File: config.mk
export PLATFORM = sky130hd
export DESIGN_NAME = uart_qsys_master_0_b2p_adapter
export DESIGN_NICKNAME = d
export VERILOG_FILES = /design/src/rtl/uart_qsys_st_pkg.sv /design/src/rtl/uart_qsys_st_skid_reg.sv /design/src/rtl/uart_qsys_master_0_b2p_adapter.sv
export SDC_FILE = /design/constraint.sdc
export NUM_CORES = 1
export LEC_CHECK = 0
export ABC_AREA = 1
export BUFFER_PORTS_ARGS = -buffer_cell sky130_fd_sc_hd__buf_2
export CELL_PAD_IN_SITES_DETAIL_PLACEMENT = 0
export CELL_PAD_IN_SITES_GLOBAL_PLACEMENT = 1
export CORE_ASPECT_RATIO = 1.75
export CORE_MARGIN = 2
export CORE_UTILIZATION = 39
export DETAILED_ROUTE_END_ITERATION = 8
export PLACE_DENSITY = 0.75
export SETUP_SLACK_MARGIN = 0.3
export SLEW_MARGIN = 0
export SYNTH_ARGS = -nofsm -noshare
export SYNTH_HDL_FRONTEND = slang
export SYNTH_SLANG_ARGS = --single-unit
File: constraint.sdc
create_clock -name clk -period 3.45 [get_ports clk]
set_input_delay 0.345 -clock clk [delete_from_list [all_inputs] [get_ports clk]]
set_output_delay 0.345 -clock clk [all_outputs]
set_load 0.01 [all_outputs]
File: src/rtl/uart_qsys_st_pkg.sv
// Shared types for the UART Qsys master return-path stream adapter.
// The package holds the filter FSM state encoding and the packed beat carried through the output buffer.
package uart_qsys_st_pkg;

  localparam int DROP_CNT_W  = 16;
  localparam int BEAT_DATA_W = 8;

  typedef enum logic [1:0] {
    ST_IDLE,
    ST_PASS,
    ST_DROP
  } state_t;

  typedef struct packed {
    logic [BEAT_DATA_W-1:0] data;
    logic                   sop;
    logic                   eop;
  } beat_t;

endpackage

File: src/rtl/uart_qsys_st_skid_reg.sv
// One-entry skid buffer in front of a registered output, with ready/valid handshakes on both sides.
// The sink ready is registered, so the skid entry absorbs the one beat that arrives after the output stalls.
module uart_qsys_st_skid_reg
  import uart_qsys_st_pkg::*;
#(
  parameter type T = beat_t
) (
  input  logic clk,
  input  logic reset,
  input  logic in_valid,
  input  T     in_beat,
  output logic in_ready,
  output logic out_valid,
  output T     out_beat,
  input  logic out_ready
);

  T     skid_beat;
  logic skid_vld;
  logic rdy_q;
  logic out_vld_q;
  T     out_beat_q;

  logic drain;
  logic out_vld_n;
  logic skid_vld_n;
  logic ld_out_skid;
  logic ld_out_in;
  logic ld_skid;

  // in_valid is qualified by the caller, so it never arrives while the skid entry is occupied.
  always_comb begin
    drain       = ~out_vld_q | out_ready;
    out_vld_n   = out_vld_q;
    skid_vld_n  = skid_vld;
    ld_out_skid = 1'b0;
    ld_out_in   = 1'b0;
    ld_skid     = 1'b0;
    if (skid_vld) begin
      if (drain) begin
        out_vld_n   = 1'b1;
        skid_vld_n  = 1'b0;
        ld_out_skid = 1'b1;
      end
    end else if (in_valid) begin
      if (drain) begin
        out_vld_n = 1'b1;
        ld_out_in = 1'b1;
      end else begin
        skid_vld_n = 1'b1;
        ld_skid    = 1'b1;
      end
    end else if (drain) begin
      out_vld_n = 1'b0;
    end
  end

  always_ff @(posedge clk) begin
    if (reset) begin
      out_vld_q  <= 1'b0;
      skid_vld   <= 1'b0;
      rdy_q      <= 1'b0;
      out_beat_q <= '0;
    end else begin
      out_vld_q <= out_vld_n;
      skid_vld  <= skid_vld_n;
      rdy_q     <= ~skid_vld_n;
      if (ld_out_skid) begin
        out_beat_q <= skid_beat;
      end else if (ld_out_in) begin
        out_beat_q <= in_beat;
      end
    end
  end

  always_ff @(posedge clk) begin
    if (ld_skid) begin
      skid_beat <= in_beat;
    end
  end

  assign in_ready  = rdy_q;
  assign out_valid = out_vld_q;
  assign out_beat  = out_beat_q;

endmodule

File: src/rtl/uart_qsys_master_0_b2p_adapter.sv
// Channel-to-packet adapter: forwards whole packets on ACCEPT_CHANNEL, discards every other packet,
// counts dropped packets (saturating) and flags beats that break SOP/EOP framing.
module uart_qsys_master_0_b2p_adapter
  import uart_qsys_st_pkg::*;
#(
  parameter int DATA_W         = 8,
  parameter int CHANNEL_W      = 8,
  parameter int ACCEPT_CHANNEL = 0
) (
  input  logic                  clk,
  input  logic                  reset,
  output logic                  in_ready,
  input  logic                  in_valid,
  input  logic [DATA_W-1:0]     in_data,
  input  logic [CHANNEL_W-1:0]  in_channel,
  input  logic                  in_startofpacket,
  input  logic                  in_endofpacket,
  input  logic                  out_ready,
  output logic                  out_valid,
  output logic [DATA_W-1:0]     out_data,
  output logic                  out_startofpacket,
  output logic                  out_endofpacket,
  output logic [DROP_CNT_W-1:0] drop_count,
  output logic                  framing_err
);

  function automatic logic [DROP_CNT_W-1:0] sat_add(input logic [DROP_CNT_W-1:0] cnt,
                                                    input logic [1:0]            inc);
    logic [DROP_CNT_W:0] sum;
    sum = {1'b0, cnt} + {{(DROP_CNT_W-1){1'b0}}, inc};
    return sum[DROP_CNT_W] ? '1 : sum[DROP_CNT_W-1:0];
  endfunction

  state_t                state;
  state_t                state_n;
  logic                  accept;
  logic                  match;
  logic                  push;
  logic                  err_n;
  logic [1:0]            drop_add;
  logic                  err_q;
  logic [DROP_CNT_W-1:0] drop_cnt_q;
  beat_t                 in_beat;
  beat_t                 out_beat;

  assign accept = in_valid & in_ready;
  assign match  = (in_channel == CHANNEL_W'(ACCEPT_CHANNEL));

  // An SOP always restarts evaluation; abandoning a discarded packet still counts it as dropped,
  // so a mismatched single-beat SOP arriving mid-DROP adds two to the counter.
  always_comb begin
    state_n  = state;
    push     = 1'b0;
    err_n    = 1'b0;
    drop_add = 2'd0;
    if (accept) begin
      if (in_startofpacket) begin
        if (state != ST_IDLE) err_n = 1'b1;
        if (state == ST_DROP) drop_add = drop_add + 2'd1;
        if (match) begin
          push    = 1'b1;
          state_n = in_endofpacket ? ST_IDLE : ST_PASS;
        end else begin
          if (in_endofpacket) drop_add = drop_add + 2'd1;
          state_n = in_endofpacket ? ST_IDLE : ST_DROP;
        end
      end else begin
        case (state)
          ST_IDLE: err_n = 1'b1;
          ST_PASS: begin
            push = 1'b1;
            if (in_endofpacket) state_n = ST_IDLE;
          end
          ST_DROP: begin
            if (in_endofpacket) begin
              drop_add = 2'd1;
              state_n  = ST_IDLE;
            end
          end
          default: state_n = ST_IDLE;
        endcase
      end
    end
  end

  always_ff @(posedge clk) begin
    if (reset) begin
      state      <= ST_IDLE;
      err_q      <= 1'b0;
      drop_cnt_q <= '0;
    end else begin
      state      <= state_n;
      err_q      <= err_n;
      drop_cnt_q <= sat_add(drop_cnt_q, drop_add);
    end
  end

  assign in_beat.data = in_data;
  assign in_beat.sop  = in_startofpacket;
  assign in_beat.eop  = in_endofpacket;

  uart_qsys_st_skid_reg #(
    .T(beat_t)
  ) u_skid (
    .clk      (clk),
    .reset    (reset),
    .in_valid (push),
    .in_beat  (in_beat),
    .in_ready (in_ready),
    .out_valid(out_valid),
    .out_beat (out_beat),
    .out_ready(out_ready)
  );

  assign out_data          = out_beat.data;
  assign out_startofpacket = out_beat.sop;
  assign out_endofpacket   = out_beat.eop;
  assign drop_count        = drop_cnt_q;
  assign framing_err       = err_q;

endmodule
==> metrics.yaml, run 1 <==
outcome:
  status: "complete, no violations"
route:
  top_layer: "met4"
  ant_nets: 0
  drc_errors: 0
  wl_met2_um: 2637
  routed_wl_um: 4963
  post_drt_wl_per_cell_um: 12.08
  routed-wl-met3_um: 165
  vias: 1958
  drtPass1Iterations: 4
  via_per_inst: 4.764
  wl_met1_um: 2014
  dr.first_iter.drc_count: 74
cts:
  root_buffer: "clkbuf_8"
  clkLatencyLatePin_ps: 290
  cts_num_sinks: 42
  hold_buffers: 0
  cts_buffers: 5
  cts_setup_buffers: 0
  post_cts_resized: 0
  htreeDepth: 2
  cts_tree: "built"
  clkTransAtPathRegs_ps: 90
  clock_path_buffers: 2
logic_synthesis:
  synth_cells: 286
  synth-seq-area-share: 0.4211
  netlist_area_mm2: 0.002235
  yosys_warnings: 0
  synth-seq-cells: 42
  synth_area_per_cell_um2: 7.813
  synth_cell_types: 32
  syn_nets: 316
sta:
  period_share: 0.8209
  fmax_mhz: 353.1
  rsz0062_at_grt: "no"
  finalClockSkew_ps: 11.28
  finalHoldViolCount: 0
  relSlewSlack: 0.5175
  tightest_slew_ps: 723.8
  fin_setup_tns_ps: 0
  setup_viol: 0
  holdWs_ps: 243.2
  slew_viol_final: 0
  postLayoutSetupSlackWorst_ps: 618.0
  min_period_ps: 2832
cells_and_area:
  final_net_count: 364
  final_common_cell: "nand2_1"
  antenna_cells: 0
  final_area_mm2: 0.002653
  drive_gt1_frac: 0.2358
  area_delta_synth_final_pct: 18.70
  final_cell_mix: "nand2_1 (67), buf_2 (50), nand3_1 (32), dfxtp_1 (32), inv_1 (31)"
worst_setup_path:
  reg2reg_from: "state[0]"
  crit_arrival_ps: 3060
  setup.worst_path.start: "state[0]"
  cp-start-kind: "flop"
  worstPathRequired_ps: 3680
  cp_max_fo: 13
  end_kind: "flop"
  crit_type: "flop to flop"
grt:
  grt_pass1_vias: 1875
  grt_max_degree: 23
  grt_usage: 0.1699
  overflow: 0
  antenna_found_initial: 0
  grt_pass1_wl_um: 8383
job:
  drv_cap: 0
pwr:
  powerDensity_mw_per_mm2: 390.8
  peakVddDrop_mv: 0.3347
  p_leak_nw: 1.217
placement:
  dpl-instance-area_mm2: 0.002520
  dp.final_hpwl_um: 3725
  dp_worst_setup_slack_ps: 625.5
  io_buffers: 50
  gp_congestion: 0.8722
die:
  die_h_um: 104.1
  die_area_mm2: 0.006375
  die_x_um: 61.22
  start_util: 0.4033
  core_area_mm2: 0.005540
  pin_count: 51
  core.rowCount: 36
worst_hold_path:
  hp-class: "primary input to flop"
  hold_start: "in_data[5]"
critical path, cell delays in order (launching register included):
cell and delay [ps]:
dfxtp_1 370, inv_1 70, ha_1 220, ha_1 270, o21ai_0 70, a21oi_1 150, ha_1 180, inv_1 60
fa_1 430, nor2_4 190, nand3_4 120, nor2_8 140, nand3_4 220, o21ai_0 140, o21ai_1 70, inv_1 70
power breakdown:
part	switching (mW)	total (mW)	internal (mW)
Clock	0.170	0.457	0.286
Combinational	0.0409	0.0674	0.0265
Sequential	0.00333	0.512	0.509
flip-flops by register name (all words and copies together) (netlist names):
register,count
framing_err,1
drop_count,16
u_skid.out_valid,1
state,2
u_skid.skid_vld,1
u_skid.skid_beat,10
u_skid.out_beat,10
u_skid.in_ready,1
path summary, 6_finish.rpt:
check                         to  cells past startpoint  slack (ps)
min          u_skid.skid_beat[7]                      1         240
max reg2reg       drop_count[11]                     15         620
max               drop_count[11]                     15         620
min reg2reg   u_skid.out_beat[9]                      2         480
cells by family after synthesis:
logic type / Yosys count / share of synthesized area
buffers and inverters: 52 / 0.1025
DFF: 42 / 0.4211
and+or+nand+nor: 142 / 0.3046
xor gates and xnor gates: 6 / 0.02352
AOI/OAI and AO/OA: 36 / 0.1002
adders and majority gates: 8 / 0.04815
routing by layer:
layer	vias up	global-route usage
li1	1016	-
met1	888	0.1805
met2	44	0.3078
met3	10	0.02736
met4	0	0.07298
met5	-	0
synthesized netlist by cell type:
cell type | count | area (um2)
nand3b_1 | 2 | 15.01
ha_1 | 7 | 87.58
xor2_1 | 5 | 43.79
fa_1 | 1 | 20.02
nand4_1 | 4 | 25.02
nor3_4 | 1 | 16.27
clkbuf_1 | 3 | 11.26
a21oi_2 | 9 | 78.83
nor3_2 | 1 | 10.01
nand3_1 | 32 | 160.2
inv_1 | 31 | 116.4
inv_2 | 3 | 11.26
buf_4 | 2 | 15.01
o21ai_0 | 4 | 20.02
or2_1 | 2 | 12.51
o21ai_1 | 4 | 20.02
edfxtp_1 | 10 | 300.3
a21oi_1 | 16 | 80.08
nor2_4 | 1 | 11.26
nor2_8 | 1 | 20.02
nor3_1 | 6 | 30.03
clkinv_1 | 7 | 26.28
a31oi_1 | 2 | 12.51
a31oi_2 | 1 | 12.51
buf_6 | 3 | 33.78
nor2_1 | 22 | 82.58
buf_2 | 3 | 15.01
dfxtp_1 | 32 | 640.6
nand2_1 | 67 | 251.5
nand2_4 | 1 | 11.26
xnor2_1 | 1 | 8.760
nand3_4 | 2 | 35.03
per-stage QoR:
stage                     cells  power, mW    util
after detailed placement    403     0.5922  0.4548
after global routing        411      1.076  0.4788
after CTS                   411      1.049  0.4788
after floorplan             286     0.5646       -
final                       411      1.037  0.4788
after global placement      403     0.5913  0.4548
cell type report:
cell class	count	area, um2
fill	581	2888
multi-input combinational	192	1065
timing repair buffer	52	265.3
sequential	42	940.9
tap	76	95.09
clock buffer	5	68.82
inverter	41	153.9
clock inverter	3	63.81
(Power assumes the default switching activity.)
==> run 2, diff against run 1 <==
Clock period 3.45 ns to 2.7 ns, I/O delays scaled along.
==> metrics.yaml, run 2 (synthesis results as in run 1) <==
sta:
  period_share: 0.9153  # +0.09439
  finalClockSkew_ps: 3.885  # -7.397 ps
  fin_setup_tns_ps: 0  # unchanged
  holdWs_ps: 162.9  # -80.32 ps
  rsz0062_at_grt: "yes"
  setup_viol: 0  # unchanged
  finalHoldViolCount: 0  # unchanged
  tightest_slew_ps: 709.4  # -14.39 ps
  postLayoutSetupSlackWorst_ps: 228.8  # -389.2 ps
  fmax_mhz: 404.7  # +15%
  relSlewSlack: 0.5259  # +0.008449
  min_period_ps: 2471  # -360.8 ps
  slew_viol_final: 0  # unchanged
cells_and_area:
  antenna_cells: 0  # unchanged
  final_cell_mix: "nand2_1 (67), buf_2 (50), nand3_1 (31), dfxtp_1 (31), inv_1 (29)"
  drive_gt1_frac: 0.2951  # +0.05931
  largest_reg_flops: 16  # unchanged
  final_area_mm2: 0.002764  # +4.2%
  final_common_cell: "nand2_1"
  fin_cells: 425  # +3.4%
  area_delta_synth_final_pct: 23.68
  final_core_util: 0.4989  # +0.02010
  final_net_count: 378  # +3.8%
worst_setup_path:
  timing.rr.end: "drop_count[0]"
  cp_max_fo: 7  # -6
  crit_type: "flop to flop"
  crit_arrival_ps: 2700  # -360 ps
  worstPathRequired_ps: 2930  # -750 ps
  setup.worst_path.start: "state[0]"
  cp-start-kind: "flop"
  rr_worst_depth: 14  # -1
  end_kind: "flop"
  regToRegSetupSlack_ps: 230  # -390 ps
  reg2reg_from: "state[0]"
pwr:
  total_power_mw: 1.142  # +10%
  powerDensity_mw_per_mm2: 413.3  # +5.8%
  power.internal_mw: 0.8657  # +5.3%
  peakVddDrop_mv: 0.2831  # -15%
  combPwrFrac: 0.078  # +0.013
  switching_share: 0.2422  # +0.03522
  p_seq_frac: 0.573  # +0.079
  p_leak_nw: 1.269  # +4.3%
  p_sw_mw: 0.2767  # +29%
  pwr-share-clk: 0.349  # -0.092
grt:
  antenna_found_initial: 0  # unchanged
  grt_max_degree: 23  # unchanged
  grt_pass1_vias: 2049  # +9.3%
  grt_pass1_wl_um: 9025  # +7.7%
  grt_usage: 0.1820  # +0.01212
  overflow: 0  # unchanged
route:
  dr.first_iter.drc_count: 47  # -36%
  routed_wl_um: 5361  # +8.0%
  drtPass1Iterations: 4  # unchanged
  via_per_inst: 4.798  # +0.71%
  drc_errors: 0  # unchanged
  ant_nets: 0  # unchanged
  vias: 2039  # +4.1%
  post_drt_wl_per_cell_um: 12.61  # +4.5%
cts:
  clkTransAtPathRegs_ps: 80  # about the same
  cts_tree: "built"
  clkLatencyLatePin_ps: 290  # about the same
  cts_buffers: 5  # unchanged
  root_buffer: "clkbuf_8"
  cts_num_sinks: 42  # unchanged
  htreeDepth: 2  # unchanged
  clock_path_buffers: 2  # unchanged
die:
  die_x_um: 61.22  # unchanged
  pin_count: 51  # unchanged
  die_h_um: 104.1  # unchanged
  start_util: 0.4033  # unchanged
  core_area_mm2: 0.005540  # unchanged
  die_area_mm2: 0.006375  # unchanged
  core.rowCount: 36  # unchanged
placement:
  dpl-instance-area_mm2: 0.002574  # +2.1%
  dp_cells: 406  # +0.74%
  io_buffers: 50  # unchanged
  dp.final_hpwl_um: 3900  # +4.7%
  dp_worst_setup_slack_ps: 5.909  # -619.6 ps
  gp_congestion: 0.8293  # -4.9%
worst_hold_path:
  whs_path_depth: 1  # unchanged
  holdPathEnd: "u_skid.skid_beat[7]"
  hp-class: "primary input to flop"
  hold_start: "in_data[5]"
outcome:
  status: "complete, no violations"
job:
  drv_cap: 0  # unchanged
## run 2: per-layer routing
layer / up-vias / track usage / part of all wire
li1: 1044 / - / -
met1: 945 / 0.1846 / 0.39
met2: 42 / 0.3495 / 0.56
met3: 8 / 0.03483 / 0.038
met4: 0 / 0.04814 / 0.015
met5: - / 0 / 0
## run 2: worst max-delay path, stage by stage (launching register included)
cell     delay (ps)
dfxtp_2         340
inv_2            50
ha_4            160
ha_4            260
o21ai_2          50
a21oi_2         140
ha_2            200
inv_2            40
fa_2            360
nor2_4          140
nand3_4         110
nor2_8          140
nand3_4         130
buf_12          170
a21oi_2         120
## run 2: layout make-up
cell class	instances	area, um2
Clock buffer	6	72.57
Clock inverter	2	10.01
Fill cell	565	2776
Inverter	41	153.9
Multi-Input combinational cell	192	1107
Sequential cell	42	942.2
Tap cell	76	95.09
Timing Repair Buffer	66	382.9
## run 2: how the worst max path moves through the flow
stage / end / slack (ps) / cells past startpoint
detailed placement: drop_count[11] / 6 / 15
CTS: drop_count[4] / 170 / 14
global placement: drop_count[11] / 80 / 16
finish: drop_count[0] / 230 / 14
floorplan: drop_count[4] / 280 / 14
global route: drop_count[4] / 120 / 13
## run 2: power by group through the flow
stage / registers (mW) / clock network [mW] / logic, mW
2_1_floorplan: 0.673 / 0 / 0.0492
3_3_place_gp: 0.670 / 0 / 0.0875
3_5_place_dp: 0.670 / 0 / 0.0888
4_1_cts: 0.655 / 0.415 / 0.0892
5_1_grt: 0.656 / 0.437 / 0.103
6_report: 0.655 / 0.398 / 0.0894
## run 2: repair_timing
item                       in CTS  in global routing
hold buffers                    0                  0
setup endpoints to repair      16                 16
buffers inserted                9                  2
gates resized for setup         1                  2
pin swaps                       7                  4
